==> config.mk <==
export PLATFORM = sky130hd
export DESIGN_NAME = mux_scan_ctrl
export DESIGN_NICKNAME = d
export VERILOG_FILES = /design/src/rtl/mux_scan_pkg.sv /design/src/rtl/scan_settle_timer.sv /design/src/rtl/mux_scan_ctrl.sv
export SDC_FILE = /design/constraint.sdc
export NUM_CORES = 1
export LEC_CHECK = 0
export ABC_AREA = 1
export CAP_MARGIN = 20
export CELL_PAD_IN_SITES_DETAIL_PLACEMENT = 1
export CELL_PAD_IN_SITES_GLOBAL_PLACEMENT = 1
export CORE_UTILIZATION = 35
export DETAILED_ROUTE_END_ITERATION = 10
export GPL_ROUTABILITY_DRIVEN = 0
export PLACE_DENSITY_LB_ADDON = 0.1
export SETUP_SLACK_MARGIN = 0.5
export SYNTH_ARGS = -nofsm -noshare
export SYNTH_HDL_FRONTEND = slang
export SYNTH_SLANG_ARGS = --single-unit
==> constraint.sdc <==
create_clock -name clk -period 2.2 [get_ports clk]
set_input_delay 0.22 -clock clk [delete_from_list [all_inputs] [get_ports clk]]
set_output_delay 0.22 -clock clk [all_outputs]
set_load 0.01 [all_outputs]
==> src/rtl/mux_scan_pkg.sv <==
// Shared types and constants for the mux select scanner.
package mux_scan_pkg;

    localparam int IDX_W    = 2;
    localparam int NUM_IN   = 4;
    localparam int SETTLE_W = 4;

    typedef enum logic [1:0] {
        ST_IDLE,
        ST_SETTLE,
        ST_SAMPLE,
        ST_DONE
    } scan_state_t;

    // Select index to {s0,s1}: s0 carries the MSB, s1 the LSB.
    function automatic logic [1:0] idx_to_sel(input logic [IDX_W-1:0] idx);
        return {idx[1], idx[0]};
    endfunction

endpackage

==> src/rtl/scan_settle_timer.sv <==
// Loadable down-counter that times the settle wait for each select code.
module scan_settle_timer
    import mux_scan_pkg::*;
(
    input  logic                clk,
    input  logic                rst,
    input  logic                load,
    input  logic [SETTLE_W-1:0] load_value,
    output logic                zero
);

    logic [SETTLE_W-1:0] count;

    always_ff @(posedge clk or posedge rst) begin
        if (rst) begin
            count <= '0;
        end else if (load) begin
            count <= load_value;
        end else if (count != '0) begin
            count <= count - SETTLE_W'(1);
        end
    end

    assign zero = (count == '0);

endmodule

==> src/rtl/mux_scan_ctrl.sv <==
// Steps the 4:1 mux selects through all codes, samples e per code and publishes a 4-bit word.
// Optional feature: define MUX_SCAN_PARITY_EN to add a registered parity output over word.
module mux_scan_ctrl
    import mux_scan_pkg::*;
#(
    parameter int SETTLE = 0
) (
    input  logic              clk,
    input  logic              rst,
    input  logic              start,
    input  logic              e,
    output logic              s0,
    output logic              s1,
    output logic              busy,
    output logic              done,
    output logic [NUM_IN-1:0] word
`ifdef MUX_SCAN_PARITY_EN
    , output logic            parity
`endif
);

    localparam bit HAS_SETTLE = (SETTLE > 0);

    scan_state_t        state;
    scan_state_t        next_state;
    logic [IDX_W-1:0]   idx;
    logic [IDX_W-1:0]   idx_next;
    logic [1:0]         sel_q;
    logic [1:0]         sel_next;
    logic [NUM_IN-2:0]  shadow;
    logic               settle_zero;

    generate
        if (SETTLE > 0) begin : g_settle
            localparam logic [SETTLE_W-1:0] SETTLE_LOAD = SETTLE_W'(SETTLE - 1);
            logic timer_load;

            // Reload only when entering the wait, so each code gets the full SETTLE cycles.
            assign timer_load = (state != ST_SETTLE) && (next_state == ST_SETTLE);

            scan_settle_timer u_timer (
                .clk        (clk),
                .rst        (rst),
                .load       (timer_load),
                .load_value (SETTLE_LOAD),
                .zero       (settle_zero)
            );
        end else begin : g_no_settle
            assign settle_zero = 1'b1;
        end
    endgenerate

    always_comb begin
        next_state = state;
        idx_next   = idx;
        sel_next   = 2'b00;
        case (state)
            ST_IDLE, ST_DONE: begin
                if (start) begin
                    idx_next   = '0;
                    next_state = HAS_SETTLE ? ST_SETTLE : ST_SAMPLE;
                end else begin
                    next_state = ST_IDLE;
                end
            end
            ST_SETTLE: begin
                if (settle_zero) begin
                    next_state = ST_SAMPLE;
                end
            end
            ST_SAMPLE: begin
                if (idx == IDX_W'(NUM_IN - 1)) begin
                    next_state = ST_DONE;
                end else begin
                    idx_next   = idx + IDX_W'(1);
                    next_state = HAS_SETTLE ? ST_SETTLE : ST_SAMPLE;
                end
            end
            default: next_state = ST_IDLE;
        endcase
        // Selects are registered, so they are computed from where the FSM is heading.
        if ((next_state == ST_SETTLE) || (next_state == ST_SAMPLE)) begin
            sel_next = idx_to_sel(idx_next);
        end
    end

    always_ff @(posedge clk or posedge rst) begin
        if (rst) begin
            state  <= ST_IDLE;
            idx    <= '0;
            sel_q  <= 2'b00;
            shadow <= '0;
        end else begin
            state <= next_state;
            idx   <= idx_next;
            sel_q <= sel_next;
            if ((state == ST_SAMPLE) && (idx != IDX_W'(NUM_IN - 1))) begin
                shadow[idx] <= e;
            end
        end
    end

`ifdef MUX_SCAN_PARITY_EN
    always_ff @(posedge clk or posedge rst) begin
        if (rst) begin
            word   <= '0;
            parity <= 1'b0;
        end else if ((state == ST_SAMPLE) && (idx == IDX_W'(NUM_IN - 1))) begin
            word   <= {e, shadow};
            parity <= ^{e, shadow};
        end
    end
`else
    always_ff @(posedge clk or posedge rst) begin
        if (rst) begin
            word <= '0;
        end else if ((state == ST_SAMPLE) && (idx == IDX_W'(NUM_IN - 1))) begin
            word <= {e, shadow};
        end
    end
`endif

    assign s0   = sel_q[1];
    assign s1   = sel_q[0];
    assign busy = (state == ST_SETTLE) || (state == ST_SAMPLE);
    assign done = (state == ST_DONE);

endmodule

==> results of run 1 <==
## power by group
group | switching, W | leakage (nW) | total [W] | internal, W
combinational | 0.000336 | 0.266 | 0.000595 | 0.000259
sequential | 0.0000749 | 0.158 | 0.000429 | 0.000354
clock | 0.0000772 | 0.0150 | 0.000147 | 0.0000701
total | 0.000488 | 0.439 | 0.00117 | 0.000684
## routing by layer
layer,global-route usage,routed length (um),up-vias
met1,0.2021,590,222
met3,0.02500,40,4
met4,0.07500,23,0
li1,-,-,242
met5,0,0,-
met2,0.2358,541,10
## state kept, by name, summed over array words and instances, names as in the netlist
register,cells
word,4
sel_q,2
state,2
idx,2
shadow,3
## critical path, stage by stage (launching register included)
cell and delay, ns:
dfrtp_1 0.40, ha_1 0.30, inv_1 0.04, dlygate4sd2_1 0.27
## per-stage QoR
stage	hold slack (ns)	cells
finish	0.2701	103
global route	0.3298	103
CTS	0.2920	103
detailed placement	0.4646	98
global placement	0.4625	98
floorplan	0.09696	71
## how the worst min path moves through the flow
stage                    to  slack [ns]  cells after the start
floorplan            idx[0]         0.1                      1
global placement    word[2]        0.46                      2
detailed placement  word[1]        0.46                      2
CTS                 word[0]        0.29                      2
global route        word[0]        0.33                      2
finish              word[1]        0.27                      2
## final cells by class
class	instances	area share
inverter	13	0.06311
clock buffer	4	0.03398
timing repair buffer	12	0.1537
multi-input combinational	45	0.3026
tap	16	0.02589
sequential	13	0.4207
## cells by family after synthesis
group	count (synthesis)
AO/OA/AOI/OAI	4
AND/OR/NAND/NOR	38
adder cells (fa/ha/maj)	3
flip-flops	13
buffers and inverters	13
## timing repair
item	4_1_cts	5_1_grt
buffers inserted	1	0
pin swaps	0	0
gates resized for setup	1	1
setup endpoints to repair	1	1
hold buffers	0	0
## cells in the final DEF (no fill, tap or decap), drive strengths merged
| cell type | count |
|---|---|
| clkbuf | 4 |
| dlymetal6s2s | 1 |
| inv | 13 |
| nor2 | 3 |
| nand2 | 30 |
| clkdlybuf4s50 | 9 |
| nand3 | 5 |
| dfrtp | 13 |
| dlygate4sd2 | 1 |
| ha | 3 |
| o21ai | 4 |
| buf | 1 |
==> results.py, run 1 <==
metrics = {
    "setup_path": {
        "r2r-start": "state[1]",
        "cp_max_fo": 3,
        "critical_path_class": "register to primary output",
        "critPathRequiredTime_ns": 1.98,
        "cp.arrival_ns": 1.28,
        "cp-startpoint": "state[1]",
        "start_kind": "register",
        "worst_setup_path_end_kind": "primary output",
        "rrSetupSlack_ns": 0.88,
        "critical_path.endpoint": "busy",
        "rr_endpoint": "sel_q[0]",
        "reg2reg_depth": 7,
    },
    "synthesis": {
        "avgSynthCellArea_um2": 8.565,
        "synth_top_family_by_area": "simple AND/OR/NAND/NOR gates",
        "yosys_warnings": 0,
        "synthTopCellsByArea": "dfrtp_1 53%, nand2_1 17%, inv_1 7.4%",
        "synth_most_common_cell": "nand2_1",
        "yosys.area.top_type": "dfrtp_1",
        "synth-xor-area-share": 0,
        "synthTopCellsByCount": "27 x nand2_1, 13 x dfrtp_1, 12 x inv_1",
        "netlist_instances": 71,
        "yosys.area_share.adder": 0.06173,
        "synth_nets": 78,
        "yosysSeqAreaShare": 0.5350,
        "synth_edf_count": 0,
        "synth-simple-area-share": 0.2901,
        "synthMuxAreaShare": 0,
        "ys_ff_latch": 13,
        "ys.flop_type": "dfrtp_1",
        "synth_compound_area_frac": 0.03292,
        "netlist_area_um2": 608.1,
        "synth_cell_types": 14,
        "yosysTopAreaCellShare": 0.5350,
        "ys_async_sr_fraction": 1.000,
    },
    "drt": {
        "drc_errors": 1,
        "vias": 478,
        "postRouteAntennaNets": 0,
        "first_iter_violations": 4,
        "wl_um": 1195,
        "dr.pass1.iters": 6,
        "vias_per_cell": 4.641,
        "wire_per_inst_um": 11.60,
    },
    "global_route": {
        "grt_pass1_vias": 476,
        "grt_pass1_wl_um": 2042,
        "grt_overflow_total": 0,
        "grt_use_total": 0.1510,
        "grt_max_degree": 14,
        "antenna_found_initial": 0,
    },
    "power": {
        "p_total_w": 0.001172,
        "ir_drop_mv": 0.5680,
        "power_per_cell_area_nw_per_um2": 1515,
        "p_leak_nw": 0.4387,
    },
    "timing": {
        "rsz0062_at_grt": "false",
        "finClkSkew_ns": 0.001141,
        "setup_ws_ns": 0.6975,
        "relSlewSlack": 0.6734,
        "report.final.slew_viol_count": 0,
        "fmax_mhz": 665.5,
        "finalCritPeriodShare": 0.6830,
        "setup_viol": 0,
        "fin_setup_tns_ns": 0,
        "worstMarginPinSlew_ns": 0.4894,
        "finalHoldViolCount": 0,
        "period_needed_ns": 1.503,
    },
    "placed_design": {
        "hpwlAfterDp_um": 916.5,
        "post-place-ws_ns": 0.6767,
        "placed_cell_area_um2": 738.2,
        "io_buffers": 11,
    },
    "outcome": {
        "status": "finished with violations",
        "violations": "design-rule violations",
    },
    "cells_and_area": {
        "area_delta_synth_final_pct": 27.16,
        "multiInputGateArea_um2": 234.0,
        "final_util": 0.4960,
        "seqCellArea_um2": 325.3,
        "drive_above_1_share": 0.1264,
        "antenna_cells": 0,
        "finalNetCount": 95,
        "fill_cells": 199,
        "finish.instance_area_um2": 773.2,
    },
    "die": {
        "die_area_um2": 1908,
        "start_util": 0.3900,
        "rows": 14,
        "pin_count": 12,
        "core_um2": 1559,
        "die-width_um": 43.68,
        "die-height_um": 43.68,
    },
    "run": {
        "drv_cap": 0,
    },
    "clock_tree": {
        "clkTransAtPathRegs_ns": 0.08,
        "root_buffer": "clkbuf_4",
        "cts_tree": "done",
        "cts.path.max_buffers": 2,
        "clock_latency_ns": 0.27,
        "cts_sinks": 13,
        "htreeDepth": 1,
        "cts_made_buffers": 3,
    },
    "worst_hold_path": {
        "hold_path.class": "input port to async pin",
    },
}
Note: power is estimated with default switching activity, not from simulation.
==> run 2: changes to the inputs <==
Settings changed: CORE_UTILIZATION 35 to 32.
Clock period 2.2 ns to 1.2 ns, I/O delays scaled along.
==> results.py, run 2 (synthesis results as in run 1) <==
metrics = {
    "power": {
        "ir_drop_mv": 1.306,
        "p_seq_frac": 0.293,
        "p_total_w": 0.002818,
        "p_clk_frac": 0.098,
        "p_leak_nw": 0.4990,
        "swShare": 0.4343,
        "combPwrFrac": 0.608,
        "net-switching-power_w": 0.001224,
        "internal_power_w": 0.001594,
        "power_per_cell_area_nw_per_um2": 2910,
    },
    "clock_tree": {
        "cts_sinks": 13,
        "cts_hold_buf": 0,
        "htreeDepth": 1,
        "clkTransAtPathRegs_ns": 0.09,
        "clock_latency_ns": 0.28,
        "root_buffer": "clkbuf_4",
        "cts_made_buffers": 3,
        "cts.path.max_buffers": 2,
        "cts_tree": "done",
    },
    "placed_design": {
        "io_buffers": 11,
        "dp.cells": 111,
        "placed_cell_area_um2": 817.0,
        "hpwlAfterDp_um": 997.3,
    },
    "setup_path": {
        "cp_max_fo": 2,
        "critical_path_class": "register to primary output",
        "max_stage_delay_ns": 0.41,
        "path_delay_family": "flip-flops",
        "critPathRequiredTime_ns": 1.08,
        "cp.arrival_ns": 1.15,
        "path_cells": "buf_4 > ha_1 > buf_2",
        "crit_slowest_cell": "dfrtp_1",
        "path_buf_inv": 2,
        "start_kind": "register",
        "worst_setup_path_end_kind": "primary output",
    },
    "timing": {
        "finalCritPeriodShare": 1.057,
        "finClkSkew_ns": 0.008796,
        "period_needed_ns": 1.269,
        "setup_ws_ns": -0.06882,
        "worstMarginPinSlew_ns": 0.2266,
        "fmax_mhz": 788.1,
        "rsz0062_at_grt": "true",
        "setup_viol": 5,
        "finalHoldViolCount": 0,
        "relSlewSlack": 0.8490,
        "report.final.slew_viol_count": 0,
        "fin_setup_tns_ns": -0.1610,
    },
    "cells_and_area": {
        "largestRegisters": "word (4), shadow (3)",
        "antenna_cells": 0,
        "finalNetCount": 105,
        "drive_above_1_share": 0.5052,
        "regMostFlops": "word",
        "area_delta_synth_final_pct": 59.26,
        "finish.instance_area_um2": 968.4,
        "final_cell_mix": "21 x nand2_1, 12 x dfrtp_1, 7 x inv_1, 7 x buf_2, 7 x buf_6",
        "layout_commonest_cell": "nand2_1",
        "largest_reg_flops": 4,
        "fill_cells": 219,
        "stdcell_count": 122,
    },
    "die": {
        "die_area_um2": 2078,
        "die-width_um": 45.59,
        "die-height_um": 45.59,
        "core_um2": 1745,
        "pin_count": 12,
        "rows": 15,
        "start_util": 0.3484,
    },
    "drt": {
        "first_iter_violations": 6,
        "dr.pass1.iters": 4,
        "drc_errors": 0,
        "vias_per_cell": 4.352,
        "vias": 531,
        "postRouteAntennaNets": 0,
        "wire_per_inst_um": 12.30,
        "wl_um": 1501,
    },
    "run": {
        "drv_cap": 0,
    },
    "global_route": {
        "antenna_found_initial": 0,
        "grt_pass1_vias": 517,
        "grt_pass1_wl_um": 2339,
        "grt_use_total": 0.1686,
        "grt_overflow_total": 0,
        "grt_max_degree": 14,
    },
    "worst_hold_path": {
        "hold_path.class": "input port to async pin",
    },
    "outcome": {
        "violations": "negative setup slack",
        "status": "finished with violations",
    },
}
[run 2: cell count changes in the layout (fill, tap and decap cells not counted), sizes merged]
cell           previous run  this run
buf                       1        19
clkdlybuf4s50             9         3
dlygate4sd2               1         0
dlymetal6s2s              1         0
[run 2: final timing paths]
path	start	endpoint	slack, ns	cells after the start
worst max-delay path	state[0]	done	-0.07	3
worst min-delay path	rst	shadow[2]	0.14	3
worst max register to register	state[1]	sel_q[0]	-0.03	8
worst min register to register	word[2]	word[2]	0.48	2
max in group asynchronous	rst	idx[0]	0.89	3
min in group clk	word[2]	word[2]	0.48	2
[run 2: worst min-delay path, cell delays in order]
cell             delay (ns)
clkdlybuf4s50_1        0.40
inv_1                  0.05
buf_4                  0.21
[run 2: area by class of cell]
| cell class | instances | area [um^2] | area share |
|---|---|---|---|
| multi-input cells | 45 | 344.1 | 0.3553 |
| flip-flops and latches | 13 | 326.6 | 0.3372 |
| repair buffers | 22 | 181.4 | 0.1873 |
| inverters | 13 | 58.81 | 0.06072 |
| well taps | 25 | 31.28 | 0.03230 |
| clock buffers | 4 | 26.28 | 0.02713 |
[run 2: timing repair]
action | 4_1_cts | 5_1_grt
resized for setup | 39 | 23
pin swaps | 5 | 8
cloned | 0 | 0
setup buffers | 4 | 3
endpoints found under the setup margin | 21 | 21
[run 2: power groups by stage]
stage | Clock, W | Sequential, W | Combinational (W)
floorplan | 0 | 0.000839 | 0.000774
global placement | 0 | 0.000803 | 0.00126
detailed placement | 0 | 0.000816 | 0.00130
CTS | 0.000282 | 0.000816 | 0.00136
global route | 0.000306 | 0.000855 | 0.00188
finish | 0.000277 | 0.000826 | 0.00171
[run 2: routing by layer]
metal / global-route usage / vias to the layer above / share of wire
met5: 0 / - / 0
met4: 0.09091 / 0 / 0.0093
met3: 0.03571 / 2 / 0.032
met2: 0.2657 / 7 / 0.54
met1: 0.2139 / 256 / 0.42
li1: - / 266 / -
[run 2: stage by stage]
stage,utilization,setup slack (ns),hold WS [ns]
final,0.5548,-0.06882,0.1366
after global routing,0.5548,-0.1016,0.1714
after CTS,0.4932,-0.06853,0.1470
after detailed placement,0.4681,-0.1682,0.4528
after global placement,0.4681,-0.1299,0.4281
after floorplan,-,0.1304,-0.003041
==> run 3: changes to the inputs <==
Settings changed: PLACE_DENSITY set to 0.8, PLACE_DENSITY_LB_ADDON 0.1 to unset.
==> results.py, run 3 (synthesis results as in run 1) <==
metrics = {
    "setup_path": {
        "start_kind": "register",
        "cp.arrival_ns": 1.21,
        "critical_path_class": "register to primary output",
        "critPathRequiredTime_ns": 1.08,
        "rrSetupSlack_ns": -0.09,
        "crit_slowest_cell": "dfrtp_1",
        "path_cells": "buf_6 > ha_4 > inv_2 > buf_6",
        "cp_max_fo": 2,
        "cp_common_cell": "buf_6",
        "max_stage_delay_ns": 0.40,
        "worst_setup_path_end_kind": "primary output",
    },
    "die": {
        "rows": 15,
        "core_um2": 1745,
        "die_area_um2": 2078,
        "die-height_um": 45.59,
        "start_util": 0.3484,
        "die-width_um": 45.59,
        "pin_count": 12,
    },
    "timing": {
        "rsz0062_at_grt": "true",
        "setup_viol": 10,
        "whs_ns": 0.1290,
        "relSlewSlack": 0.7535,
        "finalHoldViolCount": 0,
        "finClkSkew_ns": 0.004042,
        "period_needed_ns": 1.326,
        "fmax_mhz": 754.3,
        "finalCritPeriodShare": 1.105,
        "worstMarginPinSlew_ns": 0.3698,
        "report.final.slew_viol_count": 0,
        "setup_ws_ns": -0.1257,
    },
    "clock_tree": {
        "clkTransAtPathRegs_ns": 0.08,
        "cts_tree": "done",
        "root_buffer": "clkbuf_4",
        "htreeDepth": 1,
        "cts_sinks": 13,
        "clock_latency_ns": 0.27,
        "cts_hold_buf": 0,
        "cts_made_buffers": 3,
        "cts.path.max_buffers": 2,
    },
    "placed_design": {
        "hpwlAfterDp_um": 1007,
        "placed_cell_area_um2": 809.5,
        "io_buffers": 11,
    },
    "power": {
        "swShare": 0.4416,
        "p_seq_frac": 0.285,
        "net-switching-power_w": 0.001342,
        "power_per_cell_area_nw_per_um2": 3013,
        "internal_power_w": 0.001697,
        "combPwrFrac": 0.629,
        "ir_drop_mv": 1.201,
        "p_total_w": 0.003038,
        "p_leak_nw": 0.5239,
        "p_clk_frac": 0.086,
    },
    "drt": {
        "met3WireLength_um": 77,
        "top_layer_used": "met4",
        "wl_met1_um": 694,
        "wl_met2_um": 923,
        "dr.pass1.iters": 3,
        "wl_um": 1758,
        "vias_per_cell": 4.704,
        "first_iter_violations": 9,
        "drc_errors": 0,
        "postRouteAntennaNets": 0,
        "wire_per_inst_um": 14.06,
        "vias": 588,
    },
    "cells_and_area": {
        "regMostFlops": "word",
        "finalNetCount": 108,
        "largest_reg_flops": 4,
        "drive_above_1_share": 0.5600,
        "area_delta_synth_final_pct": 65.84,
        "final_cell_mix": "14 x nand2_2, 14 x nand2_1, 13 x dfrtp_1",
        "antenna_cells": 0,
        "finish.instance_area_um2": 1008,
        "largestRegisters": "word (4), shadow (3)",
    },
    "global_route": {
        "grt_overflow_total": 0,
        "grt_use_total": 0.1833,
        "grt_pass1_vias": 591,
        "grt_max_degree": 14,
        "antenna_found_initial": 0,
        "grt_pass1_wl_um": 2628,
    },
    "outcome": {
        "violations": "negative setup slack",
        "status": "finished with violations",
    },
    "worst_hold_path": {
        "hold_path.class": "input port to async pin",
    },
    "run": {
        "drv_cap": 0,
    },
}
[run 3: worst paths after layout]
kind / cells past startpoint / startpoint / endpoint
worst max-delay path: 4 / state[1] / busy
worst min-delay path: 3 / rst / sel_q[1]
worst max register to register: 8 / state[0] / shadow[2]
worst min register to register: 2 / word[2] / word[2]
max in group asynchronous: 3 / rst / shadow[1]
min in group clk: 3 / start / state[1]
[run 3: timing repair]
item                                    in CTS  in global routing
endpoints found under the setup margin      21                 21
endpoints found under the hold margin        0                  0
gates cloned                                 0                  0
pin swaps                                   10                  7
gates resized for setup                     53                 14
buffers inserted                             8                  3
[run 3: power groups by stage]
stage          clock (W)  combinational (W)  sequential [W]
5_1_grt         0.000289            0.00208        0.000883
6_report        0.000262            0.00191        0.000865
3_3_place_gp           0            0.00123        0.000799
4_1_cts         0.000277            0.00159        0.000824
2_1_floorplan          0           0.000774        0.000839
3_5_place_dp           0            0.00128        0.000822
[run 3: layer usage]
| layer | track usage | vias up |
|---|---|---|
| met5 | 0 | - |
| met4 | 0.05455 | 0 |
| met3 | 0.07540 | 8 |
| met2 | 0.3229 | 15 |
| met1 | 0.1980 | 292 |
| li1 | - | 273 |
[run 3: area by class of cell]
type / count / area [um^2]
Clock buffer: 4 / 26.28
Fill cell: 203 / 737.0
Inverter: 13 / 53.80
Multi-Input combinational cell: 45 / 347.8
Sequential cell: 13 / 325.3
Tap cell: 25 / 31.28
Timing Repair Buffer: 25 / 224.0
[run 3: stage by stage]
stage,setup WS (ns),util,TNS (ns),std cells
floorplan,0.1304,-,0,71
global placement,-0.1271,0.4638,-0.2094,110
detailed placement,-0.1504,0.4638,-0.3273,110
CTS,-0.1267,0.5362,-0.4531,122
global route,-0.1645,0.5778,-1.154,125
finish,-0.1257,0.5778,-0.5490,125
[run 3: critical path: cells and delay by family (launching register included)]
kind	cells	cell delay, ns
adders and majority gates	1	0.27
DFF	1	0.40
buffers and inverters	3	0.28
